### src/rtl/rr_arbiter8_pkg.sv
// Shared constants, FSM encoding and helpers for the 8-way round-robin arbiter.
package rr_arbiter8_pkg;
  localparam int NUM_REQ = 8;
  localparam int IDX_W   = 3;

  typedef enum logic {
    IDLE  = 1'b0,
    GRANT = 1'b1
  } state_t;

  function automatic logic [NUM_REQ-1:0] onehot(input logic [IDX_W-1:0] idx);
    return NUM_REQ'(1) << idx;
  endfunction
endpackage

### src/rtl/rr_arbiter8_if.sv
// Request/grant bundle between the requesters (master) and the arbiter (slave).
interface rr_arbiter8_if;
  import rr_arbiter8_pkg::*;

  // 'release' is a reserved word in SystemVerilog, hence 'rel'.
  logic [NUM_REQ-1:0] req;
  logic               rel;
  logic [NUM_REQ-1:0] grant;
  logic [IDX_W-1:0]   grant_idx;
  logic               grant_valid;
  logic               timeout;

  modport master (output req, rel, input grant, grant_idx, grant_valid, timeout);
  modport slave  (input req, rel, output grant, grant_idx, grant_valid, timeout);
endinterface

### src/rtl/rr_pick8.sv
// Combinational round-robin pick: first set request at or above ptr, wrapping 7->0.
module rr_pick8
  import rr_arbiter8_pkg::*;
(
  input  logic [NUM_REQ-1:0] req,
  input  logic [IDX_W-1:0]   ptr,
  output logic [IDX_W-1:0]   pick_idx,
  output logic               any_req
);

  logic [2*NUM_REQ-1:0] dbl;
  logic [NUM_REQ-1:0]   rot;
  logic [IDX_W-1:0]     offset;

  // Rotate so ptr lands on bit 0, then take the lowest set bit and undo the rotation.
  always_comb begin
    dbl    = {req, req} >> ptr;
    rot    = dbl[NUM_REQ-1:0];
    offset = '0;
    for (int k = NUM_REQ - 1; k >= 0; k--) begin
      if (rot[k]) offset = IDX_W'(k);
    end
    pick_idx = ptr + offset;
    any_req  = |req;
  end

endmodule

### src/rtl/rr_arbiter8.sv
// Round-robin arbiter for 8 requesters with registered one-hot grant and hold budget.
module rr_arbiter8
  import rr_arbiter8_pkg::*;
#(
  parameter int MAX_HOLD = 16,
  parameter int CNT_W    = 8
) (
  input  logic          clk,
  input  logic          rst_n,
  rr_arbiter8_if.slave  bus
);

  state_t             state;
  logic [IDX_W-1:0]   ptr;
  logic [CNT_W-1:0]   hold_cnt;
  logic [NUM_REQ-1:0] grant_q;
  logic [IDX_W-1:0]   idx_q;
  logic               valid_q;

  logic [IDX_W-1:0]   pick_idx;
  logic               any_req;
  logic               at_limit;
  logic               owner_req;
  logic               end_grant;

  rr_pick8 u_pick (
    .req      (bus.req),
    .ptr      (ptr),
    .pick_idx (pick_idx),
    .any_req  (any_req)
  );

  assign at_limit  = (hold_cnt == CNT_W'(MAX_HOLD - 1));
  assign owner_req = bus.req[idx_q];
  assign end_grant = bus.rel | ~owner_req | at_limit;

  // Timeout only flags the cycle the budget actually ends the grant; release or a
  // dropped request in that same cycle take precedence.
  assign bus.timeout     = (state == GRANT) & ~bus.rel & owner_req & at_limit;
  assign bus.grant       = grant_q;
  assign bus.grant_idx   = idx_q;
  assign bus.grant_valid = valid_q;

  always_ff @(posedge clk or negedge rst_n) begin
    if (!rst_n) begin
      state    <= IDLE;
      ptr      <= '0;
      hold_cnt <= '0;
      grant_q  <= '0;
      idx_q    <= '0;
      valid_q  <= 1'b0;
    end else begin
      case (state)
        IDLE: begin
          if (any_req) begin
            grant_q  <= onehot(pick_idx);
            idx_q    <= pick_idx;
            valid_q  <= 1'b1;
            hold_cnt <= '0;
            state    <= GRANT;
          end
        end
        GRANT: begin
          if (end_grant) begin
            grant_q <= '0;
            idx_q   <= '0;
            valid_q <= 1'b0;
            ptr     <= idx_q + IDX_W'(1);
            state   <= IDLE;
          end else begin
            hold_cnt <= hold_cnt + CNT_W'(1);
          end
        end
        default: state <= IDLE;
      endcase
    end
  end

endmodule

### src/flat_wrapper.sv
// flat-port wrapper written by rule: the top's interface ports become plain ports
module rr_arbiter8_flat import rr_arbiter8_pkg::*;
#(
  parameter int MAX_HOLD = 16,
  parameter int CNT_W    = 8
)
  (clk, rst_n, bus_req, bus_rel, bus_grant, bus_grant_idx, bus_grant_valid, bus_timeout);
  rr_arbiter8_if bus_i ();
  input  logic clk;
  input  logic rst_n;
  input wire logic [$bits(bus_i.req)-1:0] bus_req;
  input wire logic [$bits(bus_i.rel)-1:0] bus_rel;
  output wire logic [$bits(bus_i.grant)-1:0] bus_grant;
  output wire logic [$bits(bus_i.grant_idx)-1:0] bus_grant_idx;
  output wire logic [$bits(bus_i.grant_valid)-1:0] bus_grant_valid;
  output wire logic [$bits(bus_i.timeout)-1:0] bus_timeout;
  assign bus_i.req = bus_req;
  assign bus_i.rel = bus_rel;
  assign bus_grant = bus_i.grant;
  assign bus_grant_idx = bus_i.grant_idx;
  assign bus_grant_valid = bus_i.grant_valid;
  assign bus_timeout = bus_i.timeout;
  rr_arbiter8 #(.MAX_HOLD(MAX_HOLD), .CNT_W(CNT_W)) u_core (.clk(clk), .rst_n(rst_n), .bus(bus_i));
endmodule
### config.mk
export PLATFORM = sky130hd
export DESIGN_NAME = rr_arbiter8_flat
export DESIGN_NICKNAME = d
export VERILOG_FILES = /design/src/rtl/rr_arbiter8_pkg.sv /design/src/rtl/rr_arbiter8_if.sv /design/src/rtl/rr_pick8.sv /design/src/rtl/rr_arbiter8.sv /design/src/flat_wrapper.sv
export SDC_FILE = /design/constraint.sdc
export NUM_CORES = 1
export LEC_CHECK = 0
export ABC_AREA = 1
export CORE_AREA = 2 2 56 58
export DETAILED_ROUTE_END_ITERATION = 7
export DIE_AREA = 0 0 58 60
export DONT_BUFFER_PORTS = 1
export PLACE_DENSITY = 0.89
export SLEW_MARGIN = 20
export SYNTH_ARGS = -nofsm -noshare
export SYNTH_HDL_FRONTEND = slang
export SYNTH_HIERARCHICAL = 1
export SYNTH_SLANG_ARGS = --single-unit
### constraint.sdc
create_clock -name clk -period 8.05 [get_ports clk]
set_input_delay 0.805 -clock clk [delete_from_list [all_inputs] [get_ports clk]]
set_output_delay 0.805 -clock clk [all_outputs]
set_load 0.005 [all_outputs]
==> impl_metrics.csv, run 1 <==
group,metric,value,unit
power_and_ir_drop,p_switching,0.391,mW
synth,synth.yosys.warnings,6,
global_routing,met1_usage,27.5,%
routing,vias_per_cell,5.50,
worst_setup_path,crit_required,8300,ps
floorplan,rows,20,
floorplan,boundaryPins,24,
global_routing,grt.met2_usage,42.0,%
cells_and_area,diodes,0,
routing,drt_first_iter_violations,86,
clock_network,tritoncts,"done",
synth,dominantRegCellSynth,"sky130_fd_sc_hd__dfrtp_1",
cells_and_area,nets,276,
synth,synth_fp_nets,278,
placed_design,buffer_ports.inserted,0,
cells_and_area,postLayoutCoreUtil,63.4,%
hold_path,worst_hold_path_type,"in2async",
power_and_ir_drop,switching_share,54.0,%
job,max_cap_violations,0,
timing,max_freq,329,MHz
clock_network,cts.hold.buffers_added,0,
clock_network,post_cts_buffers,0,
worst_setup_path,timing.critical_path.slowest_cell_delay,660,ps
worst_setup_path,cpMostUsedCell,"sky130_fd_sc_hd__nand2_1",
floorplan,die_w,58,um
placed_design,dpl_worst_slack,4960,ps
worst_setup_path,worstRegToRegCells,20,
power_and_ir_drop,internal_power,0.333,mW
timing,finalSetupViolCount,0,
power_and_ir_drop,leakage,0.941,nW
cells_and_area,final_layout_size_suffix_gt1_share,12.7,%
timing,number_of_slew_limit_violations_in_the_final_report,0,
timing,min_clock_period_post_route,3040,ps
worst_setup_path,worstPathBufferInverterCount,2,
routing,drt_pre_antenna_iters,4,
routing,drt_drc_violations_left,0,
clock_network,numClockSinks,24,
timing,finalClockSkew,3.47,ps
placed_design,hpwl_dp,2.74,mm
global_routing,grt_pass1_wl,6.11,mm
run_status,result_of_the_run,"completed",
global_routing,antenna_found_initial,0,
synth,post_synth.cell_area_avg,6.94,um2
worst_setup_path,worst-path-stages,20,
power_and_ir_drop,p_clk_share,8.5,%
synth,synth.top_cells.by_area,"sky130_fd_sc_hd__dfrtp_1 33%, sky130_fd_sc_hd__nand2_1 19%, sky130_fd_sc_hd__nand3_1 12%",
synth,yosys.area.top_type_share,32.9,%
synth,yosys_register_bits,24,
power_and_ir_drop,share_comb_of_total_power,61.3,%
timing,tightest_slew,765,ps
timing,setup_ws_post_layout,5010,ps
global_routing,groute.usage.overall,22.4,%
floorplan,placeableCoreArea,2900,um2
global_routing,met3_usage,1.73,%
timing,setup_repair_after_global_routing_missed_its_margin,"no",
synth,sequential_to_total_area_share_from_yosys_stat,32.9,%
timing,timing.slew.headroom,48.8,%
synth,synth_area_leader_cell,"sky130_fd_sc_hd__dfrtp_1",
cells_and_area,syn2layout_area_growth,0.891,%
clock_network,htree_num_levels,1,
global_routing,largest_net_degree_at_the_start_of_global_routing,25,
routing,drt-total-wl,3.60,mm
synth,synth_async_sr_flop_share,100,%
global_routing,first_global_vias,1485,
synth,synthesized_instance_count,263,
synth,synth_edf_count,0,
synth,mapped_cell_area,1830,um2
timing,final-hold-violation-count,0,
routing,detail_route.wl_per_cell,12.3,um
worst_setup_path,cp_slowest_cell,"sky130_fd_sc_hd__dfrtp_1",
worst_setup_path,critPathCaptureType,"flop",
synth,netlist-cell-type-count,31,
timing,fin_tns_setup,0,ps
clock_network,post_cts_resized,0,
global_routing,total_global_routing_overflow,0,
power_and_ir_drop,power_frac_seq,30.3,%
clock_network,ctsRootBufferMaster,"sky130_fd_sc_hd__clkbuf_4",
worst_setup_path,crit_path_max_fanout,11,
clock_network,clock_insertion_delay_worst_skew,300,ps
global_routing,grt.busiest_layer,"met2",
floorplan,fp.dieArea,3480,um2
timing,final_min_period_over_clock_period,37.7,%
power_and_ir_drop,powerDensity,393,nW/um2
worst_setup_path,family_with_the_most_delay_on_the_worst_path,"simple AND/OR/NAND/NOR gates",
clock_network,cts.clk_slew.worst_paths,120,ps
worst_setup_path,critical_path_arrival,3290,ps
placed_design,gp_congestion,0.848,
power_and_ir_drop,total_power,0.724,mW
routing,via_count,1612,
clock_network,clk_path_buf_depth,2,
routing,ant_nets,0,
floorplan,die_h,60,um
power_and_ir_drop,peakVddDrop,238,uV
timing,whs,173,ps
worst_setup_path,cell_chain_of_the_critical_path,"nand2_1 > nand3_1 > nand2_1 > nand2_1 > nand2_1 > nand2_1 > nand2_1 > nand2_1 > nand2_1 > a21oi_1 > ha_1 > inv_1 > fa_1 > xor2_1 > nand3b_1 > nand2_1 > inv_1 > nor2_1 > nand3_1 > nand2_1",
worst_setup_path,worstSetupStartpointType,"flop",
floorplan,initial_core_util,62.9,%
worst_setup_path,worst-setup-path-type,"reg2reg",
clock_network,numCtsBuffers,3,
-- cells by family (layout without fill, tap and decap cells) --
family | Yosys count | after routing | share of synthesized area, %
fa+ha+maj | 4 | 4 | 3.15
simple gates | 183 | 183 | 48.1
flops | 24 | 24 | 32.9
compound gates | 14 | 14 | 4.18
buf+inv | 33 | 30 | 9.25
xor+xnor | 5 | 5 | 2.40
-- state kept, by name, summed over array words and instances (netlist names) --
register,flops
u_core/bus.grant,8
u_core/bus.grant_idx,3
u_core/bus.grant_valid,1
u_core/hold_cnt,8
u_core/ptr,3
u_core/state,1
-- power groups by stage --
stage,combinational [mW],clock (mW),sequential (mW)
after floorplan,0.411,0,0.192
after global placement,0.428,0,0.221
after detailed placement,0.441,0,0.222
after CTS,0.445,0.0629,0.220
after global routing,0.511,0.0669,0.228
final,0.443,0.0613,0.219
-- per-layer routing --
layer,part of all wire (%),wire [um],up-vias
met5,0,0,-
met4,0.58,21,0
met3,2.9,104,2
met2,52,1880,22
met1,44,1590,747
li1,-,-,841
-- Yosys cell counts, types with 2 or more instances --
master and number:
sky130_fd_sc_hd__o21ai_1 6, sky130_fd_sc_hd__nand3_2 5, sky130_fd_sc_hd__nor4_1 2, sky130_fd_sc_hd__nor2_1 11
sky130_fd_sc_hd__a21oi_1 3, sky130_fd_sc_hd__nand4_2 2, sky130_fd_sc_hd__dfrtp_1 24, sky130_fd_sc_hd__nor2_2 2
sky130_fd_sc_hd__nand2_1 93, sky130_fd_sc_hd__ha_1 3, sky130_fd_sc_hd__nand2_4 2, sky130_fd_sc_hd__inv_1 23
sky130_fd_sc_hd__xor2_1 4, sky130_fd_sc_hd__o21ai_0 3, sky130_fd_sc_hd__nor3_1 4, sky130_fd_sc_hd__nand2_2 13
sky130_fd_sc_hd__nand3b_1 2, sky130_fd_sc_hd__nand3_1 45, sky130_fd_sc_hd__buf_6 4
-- layout make-up --
cell class	count	area [um2]
Tap cell	33	41.3
Multi-Input combinational cell	206	1060
Clock buffer	4	36.3
Sequential cell	24	601
Inverter	26	108
Fill cell	289	1060
-- cells in the final DEF, fill, tap and decap left out, drive strengths merged --
| cell type | Yosys | final |
|---|---|---|
| dfrtp | 24 | 24 |
| o21bai | 1 | 1 |
| clkbuf | 1 | 4 |
| fa | 1 | 1 |
| nand4 | 2 | 2 |
| inv | 26 | 26 |
| nor3 | 4 | 4 |
| xnor2 | 1 | 1 |
| nand3 | 51 | 51 |
| or2 | 1 | 1 |
| ha | 3 | 3 |
| xor2 | 4 | 4 |
| nor4 | 2 | 2 |
| a21oi | 4 | 4 |
| nand2 | 108 | 108 |
| nor2 | 13 | 13 |
| o21ai | 9 | 9 |
| nand3b | 2 | 2 |
-- metrics by stage --
step	std cells	instance area [um2]
3_3_place_gp	289	1810
5_1_grt	293	1840
4_1_cts	293	1840
6_report	293	1840
2_1_floorplan	263	1830
3_5_place_dp	289	1810
-- worst paths after layout --
check,to,start,slack [ps]
max,u_core/bus.grant[1],u_core/ptr[0],5010
min,u_core/bus.grant[4],rst_n,170
max reg2reg,u_core/bus.grant[1],u_core/ptr[0],5010
min reg2reg,u_core/bus.grant_valid,u_core/bus.grant_valid,520
max in group asynchronous,u_core/state,rst_n,7800
min in group clk,u_core/bus.grant_valid,u_core/bus.grant_valid,520
Note: power is estimated with default switching activity, not from simulation.
==> run 2, diff against run 1 <==
--- a/config.mk
+++ b/config.mk
@@ -6,11 +6,11 @@
 export NUM_CORES = 1
 export LEC_CHECK = 0
 export ABC_AREA = 1
-export CORE_AREA = 2 2 56 58
+export CORE_AREA = 2 2 60 62
 export DETAILED_ROUTE_END_ITERATION = 7
-export DIE_AREA = 0 0 58 60
+export DIE_AREA = 0 0 62 64
 export DONT_BUFFER_PORTS = 1
-export PLACE_DENSITY = 0.89
+export PLACE_DENSITY = 0.82
 export SLEW_MARGIN = 20
 export SYNTH_ARGS = -nofsm -noshare
 export SYNTH_HDL_FRONTEND = slang
==> constraint.sdc (replaced) <==
create_clock -name clk -period 2.7 [get_ports clk]
set_input_delay 0.27 -clock clk [delete_from_list [all_inputs] [get_ports clk]]
set_output_delay 0.27 -clock clk [all_outputs]
set_load 0.005 [all_outputs]
==> impl_metrics.csv, run 2 (same netlist as run 1, synthesis figures left out) <==
group,metric,value,unit
run_status,result_of_the_run,"finished with violations",
run_status,violated_checks,"negative setup slack",
clock_network,numClockSinks,24,
cells_and_area,finish.instance_area,2080,um2
power_and_ir_drop,total_power,2.58,mW
timing,min_clock_period_post_route,2790,ps
worst_setup_path,critical_path_arrival,3040,ps
routing,vias_per_cell,5.35,
worst_setup_path,crit_required,2940,ps
global_routing,met3_usage,1.21,%
cells_and_area,postLayoutCoreUtil,63.5,%
timing,final-hold-violation-count,0,
routing,drt-total-wl,4.12,mm
job,max_cap_violations,0,
timing,whs,261,ps
cells_and_area,final_common_cell,"sky130_fd_sc_hd__nand2_1",
placed_design,dpl-instance-area,1900,um2
timing,final_min_period_over_clock_period,104,%
hold_path,worst_hold_path_type,"in2reg",
global_routing,total_global_routing_overflow,0,
global_routing,grt.met2_usage,33.9,%
timing,finalClockSkew,5.93,ps
routing,ant_nets,0,
routing,drt_drc_violations_left,0,
routing,drt_pre_antenna_iters,4,
clock_network,ctsRootBufferMaster,"sky130_fd_sc_hd__clkbuf_4",
placed_design,gp_congestion,0.836,
floorplan,fp.dieArea,3970,um2
cells_and_area,final_layout_size_suffix_gt1_share,27.1,%
global_routing,grt.busiest_layer,"met2",
placed_design,hpwl_dp,2.75,mm
global_routing,largest_net_degree_at_the_start_of_global_routing,25,
floorplan,die_w,62,um
cells_and_area,most-common-layout-cells,"83 x sky130_fd_sc_hd__nand2_1, 38 x sky130_fd_sc_hd__nand3_1, 22 x sky130_fd_sc_hd__inv_1, 22 x sky130_fd_sc_hd__dfrtp_1, 20 x sky130_fd_sc_hd__nand2_2",
timing,number_of_slew_limit_violations_in_the_final_report,0,
routing,via_count,1708,
floorplan,placeableCoreArea,3280,um2
clock_network,clock_insertion_delay_worst_skew,300,ps
routing,detail_route.wl_per_cell,12.9,um
timing,setup_repair_after_global_routing_missed_its_margin,"yes",
timing,setup_ws_post_layout,-94.6,ps
power_and_ir_drop,peakVddDrop,804,uV
global_routing,antenna_found_initial,0,
cells_and_area,finalNonFillerCells,319,
timing,timing.slew.headroom,61.4,%
cells_and_area,nets,290,
clock_network,clk_path_buf_depth,2,
power_and_ir_drop,power_frac_seq,23.8,%
timing,tightest_slew,578,ps
floorplan,boundaryPins,24,
placed_design,dpl_worst_slack,-227,ps
cells_and_area,syn2layout_area_growth,14.2,%
floorplan,die_h,64,um
clock_network,htree_num_levels,1,
global_routing,first_global_vias,1499,
power_and_ir_drop,powerDensity,1240,nW/um2
placed_design,buffer_ports.inserted,0,
placed_design,place_inst,312,
global_routing,met1_usage,27.8,%
worst_setup_path,critPathCaptureType,"flop",
timing,fin_tns_setup,-480,ps
power_and_ir_drop,share_comb_of_total_power,70.5,%
clock_network,numCtsBuffers,3,
floorplan,rows,21,
floorplan,initial_core_util,55.6,%
power_and_ir_drop,p_switching,1.40,mW
clock_network,cts.clk_slew.worst_paths,120,ps
power_and_ir_drop,p_clk_share,5.7,%
global_routing,groute.usage.overall,20.2,%
power_and_ir_drop,internal_power,1.18,mW
cells_and_area,filler_cell_count,306,
routing,drt_first_iter_violations,146,
timing,max_freq,358,MHz
power_and_ir_drop,leakage,1.04,nW
cells_and_area,diodes,0,
timing,finalSetupViolCount,8,
power_and_ir_drop,switching_share,54.3,%
worst_setup_path,crit_path_max_fanout,8,
worst_setup_path,worstSetupStartpointType,"flop",
global_routing,grt_pass1_wl,6.23,mm
clock_network,tritoncts,"done",
worst_setup_path,worst-setup-path-type,"reg2reg",
[run 2: cell types whose count changed in the layout (fill, tap and decap cells not counted), moves of 4 or more]
cell | before | now
sky130_fd_sc_hd__nand3_2 | 5 | 12
sky130_fd_sc_hd__nand3_1 | 45 | 38
sky130_fd_sc_hd__nor3_1 | 4 | 0
sky130_fd_sc_hd__buf_4 | 0 | 10
sky130_fd_sc_hd__nand2_2 | 13 | 20
sky130_fd_sc_hd__nand2_1 | 93 | 83
[run 2: power by group through the flow]
| stage | clock network, mW | registers (mW) | logic (mW) |
|---|---|---|---|
| after global placement | 0 | 0.638 | 1.43 |
| after CTS | 0.155 | 0.615 | 1.67 |
| after floorplan | 0 | 0.574 | 1.22 |
| final | 0.147 | 0.613 | 1.82 |
| after global routing | 0.169 | 0.629 | 2.04 |
| after detailed placement | 0 | 0.640 | 1.46 |
[run 2: worst paths after layout]
check                                       startpoint                endpoint  slack, ps  depth (start not counted)
worst min-delay path                           bus_rel           u_core/ptr[1]        260                          4
worst min register to register  u_core/bus.grant_valid  u_core/bus.grant_valid        520                          2
worst max-delay path                     u_core/ptr[0]     u_core/bus.grant[4]        -90                         24
min in group asynchronous                        rst_n      u_core/hold_cnt[0]        450                          2
max in group asynchronous                        rst_n           u_core/ptr[0]       1870                          2
worst max register to register           u_core/ptr[0]     u_core/bus.grant[4]        -90                         24
[run 2: metal layers]
layer	part of all wire, %	up-vias	wire length [um]
met5	0	-	0
li1	-	874	-
met1	44	792	1820
met2	49	38	2040
met4	0.97	0	40
met3	5.3	4	219
[run 2: what timing repair did]
item,4_1_cts,5_1_grt
endpoints found under the hold margin,24,24
hold buffers,1,1
gates cloned,0,0
pin swaps,2,0
gates resized for setup,23,15
setup buffers,2,0
setup endpoints to repair,9,9
[run 2: worst max-delay path: stages, from the launching register on]
cell,delay (ps)
sky130_fd_sc_hd__dfrtp_2,390
sky130_fd_sc_hd__buf_6,140
sky130_fd_sc_hd__clkinv_8,80
sky130_fd_sc_hd__nand2_4,70
sky130_fd_sc_hd__nand3_2,60
sky130_fd_sc_hd__nand2_2,100
sky130_fd_sc_hd__nand2_1,70
sky130_fd_sc_hd__nand2_1,70
sky130_fd_sc_hd__nand2_1,40
sky130_fd_sc_hd__nand2_1,50
sky130_fd_sc_hd__nand2_1,40
sky130_fd_sc_hd__nand2_1,50
sky130_fd_sc_hd__nand2_1,50
sky130_fd_sc_hd__a21oi_2,120
sky130_fd_sc_hd__ha_2,180
sky130_fd_sc_hd__inv_1,50
sky130_fd_sc_hd__fa_2,340
sky130_fd_sc_hd__xor2_2,140
sky130_fd_sc_hd__nand3b_1,130
sky130_fd_sc_hd__nand2_1,70
sky130_fd_sc_hd__inv_2,90
sky130_fd_sc_hd__nand2_4,90
sky130_fd_sc_hd__nor3_2,190
sky130_fd_sc_hd__nand2_1,80
sky130_fd_sc_hd__nand2_1,60
[run 2: layout make-up]
type / instances / area [um2] / area share (%)
flip-flops and latches: 24 / 603 / 28.9
well taps: 46 / 57.6 / 2.76
clock buffers: 3 / 22.5 / 1.08
repair buffers: 14 / 113 / 5.40
multi-input cells: 206 / 1180 / 56.4
inverters: 26 / 113 / 5.40
